<file path="config.mk">
export PLATFORM = sky130hd
export DESIGN_NAME = mem_arbiter
export DESIGN_NICKNAME = d
export VERILOG_FILES = /design/src/rtl/mem_arb_pkg.sv /design/src/rtl/mem_arb_wait_timer.sv /design/src/rtl/mem_arbiter.sv
export SDC_FILE = /design/constraint.sdc
export NUM_CORES = 1
export LEC_CHECK = 0
export BUFFER_PORTS_ARGS = -buffer_cell sky130_fd_sc_hd__buf_2
export CAP_MARGIN = 20
export CORE_ASPECT_RATIO = 1.4
export CORE_MARGIN = 2
export CORE_UTILIZATION = 40
export CTS_CLUSTER_SIZE = 20
export DETAILED_ROUTE_END_ITERATION = 6
export PLACE_DENSITY = 0.79
export SLEW_MARGIN = 20
export SYNTH_ARGS = -nofsm -noshare
export SYNTH_HDL_FRONTEND = slang
export SYNTH_SLANG_ARGS = --single-unit
export TNS_END_PERCENT = 1
</file>
<file path="constraint.sdc">
create_clock -name clk -period 6.1 [get_ports clk]
set_clock_uncertainty 0.15 [all_clocks]
set_input_delay 0.915 -clock clk [delete_from_list [all_inputs] [get_ports clk]]
set_output_delay 0.915 -clock clk [all_outputs]
set_load 0.05 [all_outputs]
</file>
<file path="src/rtl/mem_arb_pkg.sv">
// Shared types and defaults for the fetch/data memory-port arbiter.
// Imported by the arbiter top and its wait timer.
package mem_arb_pkg;

    typedef enum logic [1:0] {
        IDLE   = 2'd0,
        ACCESS = 2'd1,
        RESP   = 2'd2
    } arb_state_e;

    localparam logic [1:0] OWN_NONE  = 2'd0;
    localparam logic [1:0] OWN_FETCH = 2'd1;
    localparam logic [1:0] OWN_DATA  = 2'd2;

    localparam int DEF_AW           = 32;
    localparam int DEF_DW           = 32;
    localparam int DEF_STARVE_LIMIT = 4;
    localparam int DEF_TIMEOUT      = 15;

endpackage

</file>
<file path="src/rtl/mem_arb_wait_timer.sv">
// Counts memory wait cycles of one access.
// Flags expiry once TIMEOUT wait cycles have elapsed.
module mem_arb_wait_timer
    import mem_arb_pkg::*;
#(
    parameter int TIMEOUT = DEF_TIMEOUT
) (
    input  logic clk,
    input  logic reset,
    input  logic clear,
    input  logic enable,
    output logic expired
);

    localparam int CW = $clog2(TIMEOUT + 2);

    logic [CW-1:0] cnt_q;
    logic [CW-1:0] cnt_d;

    assign expired = (cnt_q == CW'(TIMEOUT));

    // next count: clear wins, then count up until expiry
    always_comb begin
        cnt_d = cnt_q;
        if (clear) begin
            cnt_d = {CW{1'b0}};
        end else if (enable && !expired) begin
            cnt_d = cnt_q + {{(CW-1){1'b0}}, 1'b1};
        end else begin
            cnt_d = cnt_q;
        end
    end

    // count register
    always_ff @(posedge clk) begin
        if (reset) begin
            cnt_q <= {CW{1'b0}};
        end else begin
            cnt_q <= cnt_d;
        end
    end

endmodule

</file>
<file path="src/rtl/mem_arbiter.sv">
// Two-requester arbiter for the single memory port: fetch vs. load/store.
// One access in flight; all outputs are registered.
module mem_arbiter
    import mem_arb_pkg::*;
#(
    parameter int AW           = DEF_AW,
    parameter int DW           = DEF_DW,
    parameter int STARVE_LIMIT = DEF_STARVE_LIMIT,
    parameter int TIMEOUT      = DEF_TIMEOUT
) (
    input  logic          clk,
    input  logic          reset,
    input  logic          f_req,
    input  logic [AW-1:0] f_addr,
    output logic          f_done,
    output logic [DW-1:0] f_rdata,
    output logic          f_err,
    input  logic          d_req,
    input  logic          d_we,
    input  logic [AW-1:0] d_addr,
    input  logic [DW-1:0] d_wdata,
    input  logic [3:0]    d_be,
    output logic          d_done,
    output logic [DW-1:0] d_rdata,
    output logic          d_err,
    output logic          mem_en,
    output logic          mem_we,
    output logic [AW-1:0] mem_addr,
    output logic [DW-1:0] mem_wdata,
    output logic [3:0]    mem_be,
    input  logic          mem_ready,
    input  logic [DW-1:0] mem_rdata,
    output logic [1:0]    owner
);

    localparam int SCW = $clog2(STARVE_LIMIT + 2);

    arb_state_e    state_q, state_d;
    logic [SCW-1:0] starve_q, starve_d;
    logic [1:0]    owner_q, owner_d;
    logic          mem_en_q, mem_en_d;
    logic          mem_we_q, mem_we_d;
    logic [AW-1:0] mem_addr_q, mem_addr_d;
    logic [DW-1:0] mem_wdata_q, mem_wdata_d;
    logic [3:0]    mem_be_q, mem_be_d;
    logic          f_done_q, f_done_d;
    logic [DW-1:0] f_rdata_q, f_rdata_d;
    logic          f_err_q, f_err_d;
    logic          d_done_q, d_done_d;
    logic [DW-1:0] d_rdata_q, d_rdata_d;
    logic          d_err_q, d_err_d;

    logic          timer_clear_s;
    logic          timer_en_s;
    logic          timer_expired_s;
    logic          fetch_starved_s;
    logic          finish_s;
    logic          fin_err_s;
    logic [DW-1:0] fin_rdata_s;

    mem_arb_wait_timer #(
        .TIMEOUT (TIMEOUT)
    ) u_wait_timer (
        .clk     (clk),
        .reset   (reset),
        .clear   (timer_clear_s),
        .enable  (timer_en_s),
        .expired (timer_expired_s)
    );

    assign fetch_starved_s = f_req && (starve_q == SCW'(STARVE_LIMIT));

    // arbitration, access sequencing and completion routing
    always_comb begin
        state_d       = state_q;
        starve_d      = starve_q;
        owner_d       = owner_q;
        mem_en_d      = 1'b0;
        mem_we_d      = mem_we_q;
        mem_addr_d    = mem_addr_q;
        mem_wdata_d   = mem_wdata_q;
        mem_be_d      = mem_be_q;
        f_done_d      = 1'b0;
        f_rdata_d     = f_rdata_q;
        f_err_d       = f_err_q;
        d_done_d      = 1'b0;
        d_rdata_d     = d_rdata_q;
        d_err_d       = d_err_q;
        timer_clear_s = 1'b0;
        timer_en_s    = 1'b0;
        finish_s      = 1'b0;
        fin_err_s     = 1'b0;
        fin_rdata_s   = {DW{1'b0}};

        case (state_q)
            IDLE: begin
                if (d_req && !fetch_starved_s) begin
                    state_d       = ACCESS;
                    owner_d       = OWN_DATA;
                    mem_en_d      = 1'b1;
                    mem_we_d      = d_we;
                    mem_addr_d    = d_addr;
                    mem_wdata_d   = d_wdata;
                    mem_be_d      = d_be;
                    timer_clear_s = 1'b1;
                    if (!f_req) begin
                        starve_d = {SCW{1'b0}};
                    end else if (starve_q == SCW'(STARVE_LIMIT)) begin
                        starve_d = starve_q;
                    end else begin
                        starve_d = starve_q + {{(SCW-1){1'b0}}, 1'b1};
                    end
                end else if (f_req) begin
                    state_d       = ACCESS;
                    owner_d       = OWN_FETCH;
                    mem_en_d      = 1'b1;
                    mem_we_d      = 1'b0;
                    mem_addr_d    = f_addr;
                    mem_wdata_d   = {DW{1'b0}};
                    mem_be_d      = 4'hF;
                    timer_clear_s = 1'b1;
                    starve_d      = {SCW{1'b0}};
                end else begin
                    state_d = IDLE;
                end
            end
            ACCESS: begin
                // a write returns zero data; a timeout returns zero data with err
                if (mem_ready) begin
                    finish_s    = 1'b1;
                    fin_err_s   = 1'b0;
                    fin_rdata_s = mem_we_q ? {DW{1'b0}} : mem_rdata;
                end else if (timer_expired_s) begin
                    finish_s    = 1'b1;
                    fin_err_s   = 1'b1;
                    fin_rdata_s = {DW{1'b0}};
                end else begin
                    mem_en_d   = 1'b1;
                    timer_en_s = 1'b1;
                end

                if (finish_s) begin
                    state_d = RESP;
                    if (owner_q == OWN_FETCH) begin
                        f_done_d  = 1'b1;
                        f_rdata_d = fin_rdata_s;
                        f_err_d   = fin_err_s;
                    end else begin
                        d_done_d  = 1'b1;
                        d_rdata_d = fin_rdata_s;
                        d_err_d   = fin_err_s;
                    end
                end else begin
                    state_d = ACCESS;
                end
            end
            RESP: begin
                state_d = IDLE;
                owner_d = OWN_NONE;
            end
            default: begin
                state_d = IDLE;
                owner_d = OWN_NONE;
            end
        endcase
    end

    // state and registered outputs
    always_ff @(posedge clk) begin
        if (reset) begin
            state_q     <= IDLE;
            starve_q    <= {SCW{1'b0}};
            owner_q     <= OWN_NONE;
            mem_en_q    <= 1'b0;
            mem_we_q    <= 1'b0;
            mem_addr_q  <= {AW{1'b0}};
            mem_wdata_q <= {DW{1'b0}};
            mem_be_q    <= 4'h0;
            f_done_q    <= 1'b0;
            f_rdata_q   <= {DW{1'b0}};
            f_err_q     <= 1'b0;
            d_done_q    <= 1'b0;
            d_rdata_q   <= {DW{1'b0}};
            d_err_q     <= 1'b0;
        end else begin
            state_q     <= state_d;
            starve_q    <= starve_d;
            owner_q     <= owner_d;
            mem_en_q    <= mem_en_d;
            mem_we_q    <= mem_we_d;
            mem_addr_q  <= mem_addr_d;
            mem_wdata_q <= mem_wdata_d;
            mem_be_q    <= mem_be_d;
            f_done_q    <= f_done_d;
            f_rdata_q   <= f_rdata_d;
            f_err_q     <= f_err_d;
            d_done_q    <= d_done_d;
            d_rdata_q   <= d_rdata_d;
            d_err_q     <= d_err_d;
        end
    end

    assign owner     = owner_q;
    assign mem_en    = mem_en_q;
    assign mem_we    = mem_we_q;
    assign mem_addr  = mem_addr_q;
    assign mem_wdata = mem_wdata_q;
    assign mem_be    = mem_be_q;
    assign f_done    = f_done_q;
    assign f_rdata   = f_rdata_q;
    assign f_err     = f_err_q;
    assign d_done    = d_done_q;
    assign d_rdata   = d_rdata_q;
    assign d_err     = d_err_q;

endmodule

</file>
# Word-level counts from Yosys, hierarchy flattened

Cells that the tools add are included.

$add $sub $neg: 2
Equality and inequality tests: 6
Multiplexer cells: 34
Bitwise gates (word level): 3
Reduce and logical (&&, ||, !) cells: 14

Operator list:

| cell                                                 | count |
|---|---|
| two-way mux 32 bit                                   | 6 |
| two-way mux 1 bit                                    | 16 |
| two-way mux 3 bit                                    | 4 |
| AND reduction 3 bit                                  | 3 |
| two-way mux 4 bit                                    | 2 |
| case mux 2 bit (2 select lines)                      | 2 |
| two-way mux 2 bit                                    | 3 |
| != test 3 bit (second input constant)                | 2 |
| adder 5 x 1 -> 5 bit (second input constant)         | 1 |
| equality test 5 x 4 -> 1 bit (second input constant) | 1 |
| equality test 2 x 1 -> 1 bit (second input constant) | 2 |
| AND reduction 2 bit                                  | 2 |
| adder 3 x 1 -> 3 bit (second input constant)         | 1 |
| equality test 3 bit (second input constant)          | 1 |
| logical AND 1 bit                                    | 3 |
| inverter 1 bit                                       | 3 |
| OR reduction 3 bit                                   | 1 |
| logical NOT 1 bit                                    | 2 |
| logical NOT 2 bit                                    | 1 |
| case mux 1 bit (2 select lines)                      | 1 |
| nonzero test 2 bit                                   | 1 |
| OR reduction 2 bit                                   | 1 |

Flip-flop bits (word level): 150
Input bits: 138
Logic and storage cells: 74

# Depth between registers and ports, before layout

Depth in word-level cells: 7
Mapped depth: 8
Mapped depth without buffers: 6

# Cells and area by module

From an unflattened synthesis, not the netlist that was laid out.

Cells, all modules: 715
Area, all modules: 5813.1 um^2

By module, submodules not included:

| module             | times used | cells an instance | area each (um^2) | sequential area each (um^2) |
|---|---|---|---|---|
| mem_arbiter        | 1          | 689               | 5571.6           | 2882.8 |
| mem_arb_wait_timer | 1          | 26                | 241.5            | 100.1 |

# Least setup slack after synthesis

No wires, ideal clock.

Path type: flip-flop to flip-flop
Start: register u_wait_timer.cnt_q[0]
End: register u_wait_timer.cnt_q[3]
Arrival: 1.954 ns
Setup slack: 3.924 ns
Stages on the path, launching flop included: 7
Path buffers: 0
Clock period less this slack: 2.176 ns
Path through: dfxtp_1 > ha_1 > and3_1 > ha_1 > or4b_4 > or3_1 > a21oi_1

Cells in the longest elaborated chain, start to end: 5
Elaborated cells on any way between the ends: 7

RTL lines:

| element                      | RTL line                 | RTL |
|---|---|---|
| from (decl)                  | mem_arb_wait_timer.sv:17 | `logic [CW-1:0] cnt_q;` |
| from (signal assigned)       | mem_arb_wait_timer.sv:37 | `cnt_q <= {CW{1'b0}};` |
| from (signal assigned)       | mem_arb_wait_timer.sv:39 | `cnt_q <= cnt_d;` |
| equality test 5 x 4 -> 1 bit | mem_arb_wait_timer.sv:20 | `assign expired = (cnt_q == CW'(TIMEOUT));` |
| two-way mux 1 bit            | mem_arbiter.sv:133       | `end else if (timer_expired_s) begin` |
| two-way mux 1 bit            | mem_arbiter.sv:129       | `if (mem_ready) begin` |
| two-way mux 1 bit            | mem_arbiter.sv:95        | `case (state_q)` |
| logical AND 1 bit            | mem_arb_wait_timer.sv:27 | `end else if (enable && !expired) begin` |

Several ways; a longest one is shown, not always the timed one.
A chain may end at the register's enable or synchronous reset.

# Worst setup path in the final report

Start: input port d_req
End: register mem_addr_q[8] (netlist: mem_addr[8])

Cells in the longest elaborated chain, start to end: 3
Elaborated cells on any way between the ends: 4

RTL lines:

| element                              | RTL line           | RTL |
|---|---|---|
| from (decl)                          | mem_arbiter.sv:18  | `input logic d_req,` |
| logical AND 1 bit (*)                | mem_arbiter.sv:97  | `if (d_req && !fetch_starved_s) begin` |
| nonzero test 2 bit (no source line)  | --                 |  |
| AND reduction 2 bit (no source line) | --                 |  |
| to (signal assigned)                 | mem_arbiter.sv:176 | `mem_addr_q <= {AW{1'b0}};` |
| to (signal assigned)                 | mem_arbiter.sv:191 | `mem_addr_q <= mem_addr_d;` |
| to (decl)                            | mem_arbiter.sv:43  | `logic [AW-1:0] mem_addr_q, mem_addr_d;` |

Mark *: on every way between the ends. The rest lies on a longest branch, timed or not.

==> impl_metrics.ini <==
[sta]
slew_headroom = 0.332
max_freq_mhz = 366
tns_ns = 0
rsz0062_at_grt = no
setup_viol = 0
tightestPinTransition_ns = 1.00
maxSlewViolCount = 0
whs_ns = 0.314
final_hold_viol_count = 0
fin_crit_sh = 0.448
period_needed_ns = 2.73

[final_layout]
layout_common_cells = buf_2, dfxtp_1, a21oi_1, o31ai_1, nand4_1
drive_above_1_share = 0.361
fin_cells = 1133
n_antenna_cell = 0
final_common_cell = buf_2
syn_to_final_growth_pct = 29.7
final_nets = 1063

[cts]
clk_pin_slew_ns = 0.06
tritoncts = done
clockBufferDepth = 2
cts_inserted_buffers = 17
cts_root_buf = clkbuf_16
postCtsSetupBuffers = 0
hold_buffers = 0
cts_sinks = 149
h-tree-depth = 4
cts.repair.resized = 0
clkLatencyLatePin_ns = 0.41

[logic_synthesis]
synthFlopType = dfxtp_1
synth_edf_count = 0
ys_async_sr_fraction = 0
ys_types = 41
syn_nets = 851
yosysSeqAreaShare = 0.447
synth_seq_cells = 149
syn_area_per_cell_um2 = 9.42
syn_inst = 709
synthesis.area_mm2 = 0.00668
ys_warn_count = 0

[global_routing]
grt_max_degree = 90
overflow = 0
grt_usage = 0.222
grt_pass1_wl_um = 32200
first_global_vias = 6308
antenna_found_initial = 0

[worst_hold_path]
min_path_type = reg -> reg
worstHoldStart = f_rdata[10]$_SDFFE_PP0P_

[die]
num_io_pins = 278
dieHeight_um = 157
die_w_um = 113
start_util = 0.411
rows = 55
dieArea_mm2 = 0.0178
design.core.area_mm2 = 0.0162

[power_and_ir_drop]
power.density_mw_per_mm2 = 307
p_leak_nw = 3.80
ir_worst_vdd_v = 0.000176

[place]
placed_cells = 1101
place_congestion = 0.800
place_hpwl_um = 13200
io_buffers = 277

[setup_path]
startpoint = d_req
crit_required_ns = 6.30
path_max_fanout = 57
critical_path_class = in -> reg
critical_path.startpoint_type = input pin
worstSetupEndpointType = flip-flop
worst-endpoint-arrival_ns = 2.94
r2r-start = u_wait_timer.cnt_q[0]$_SDFFE_PP0P_

[route]
via_count = 6801
drt_iter0_drc = 619
routed_wl_um = 20900
dr.pass1.iters = 7
wl_per_cell_um = 18.5
via_per_inst = 6.00
drc_errors = 15
antenna_left = 0

[run_status]
violations = design-rule violations
status = finished with violations

[flow_run]
cap_violations = 0
==> cell usage after synthesis (all sizes together), types with 2 or more instances <==
cell	n	area [µm²]
a21oi	73	365
o221a	3	33.8
a22o	33	289
o21ai	7	35.0
nand2b	34	213
nor3	2	10.0
or2	3	18.8
nor2	8	30.0
nand4b	3	26.3
and3	2	12.5
ha	4	50.1
nand4	64	400
inv	6	22.5
dfxtp	149	2980
buf	35	186
and4	32	280
clkbuf	61	229
nand2	4	15.0
nand3	5	25.0
nor4	36	231
nor2b	2	12.5
and3b	32	280
o31ai	66	495
a221o	32	320
or3	3	18.8
==> path summary, 6_finish.rpt <==
check / end / slack [ns] / depth (start not counted)
setup / recovery: mem_addr[8]$_SDFFE_PP0P_ / 3.37 / 5
hold / removal: f_rdata[10]$_SDFFE_PP0P_ / 0.31 / 2
setup reg to reg: d_rdata[29]$_SDFFE_PP0P_ / 3.71 / 7
hold reg to reg: f_rdata[10]$_SDFFE_PP0P_ / 0.31 / 2
==> registers in the layout, indices dropped and copies added (netlist names) <==
register,cells
d_err,1
mem_we,1
owner,2
state_q,2
f_done,1
mem_wdata,32
d_done,1
d_rdata,32
starve_q,3
f_err,1
mem_addr,32
f_rdata,32
u_wait_timer.cnt_q,5
mem_be,4
==> worst max-delay path: stages <==
cell and delay [ns]:
buf_2 0.14, or2_1 0.60, a21oi_4 0.42, buf_4 0.56
a221o_1 0.25
==> per-layer routing <==
| metal | track usage | part of all wire |
|---|---|---|
| met5 | 0 | 0 |
| met4 | 0.0883 | 0.025 |
| met1 | 0.286 | 0.41 |
| met2 | 0.363 | 0.50 |
| met3 | 0.0480 | 0.066 |
==> stage by stage <==
stage / util / setup slack [ns] / instance area, µm² / power, mW
3_3_place_gp: 0.495 / 3.03 / 8040 / 1.58
5_1_grt: 0.533 / 3.30 / 8660 / 2.76
3_5_place_dp: 0.495 / 3.00 / 8040 / 1.59
6_report: 0.533 / 3.37 / 8660 / 2.66
4_1_cts: 0.533 / 3.44 / 8660 / 2.68
2_1_floorplan: - / 3.92 / 6680 / 1.44
==> cell type report <==
type                    count  area, µm²
inverters                   6       22.5
fillers                  1504       7580
repair buffers            289       1480
flip-flops and latches    149       2980
well taps                 199        249
multi-input cells         458       3310
clock inverters            13        173
clock buffers              19        443
==> report_power, final <==
group          internal (mW)  switching, mW
combinational          0.141          0.374
sequential              1.02         0.0319
clock                  0.662          0.429
==> kinds of logic after synthesis <==
family | after synthesis | share of synthesized area
buffers and inverters | 102 | 0.0656
XOR/XNOR | 1 | 0.00131
AO/OA/AOI/OAI | 219 | 0.236
AND/OR/NAND/NOR | 234 | 0.243
adder cells (fa/ha/maj) | 4 | 0.00750
flip-flops | 149 | 0.447
(Power assumes the default switching activity.)
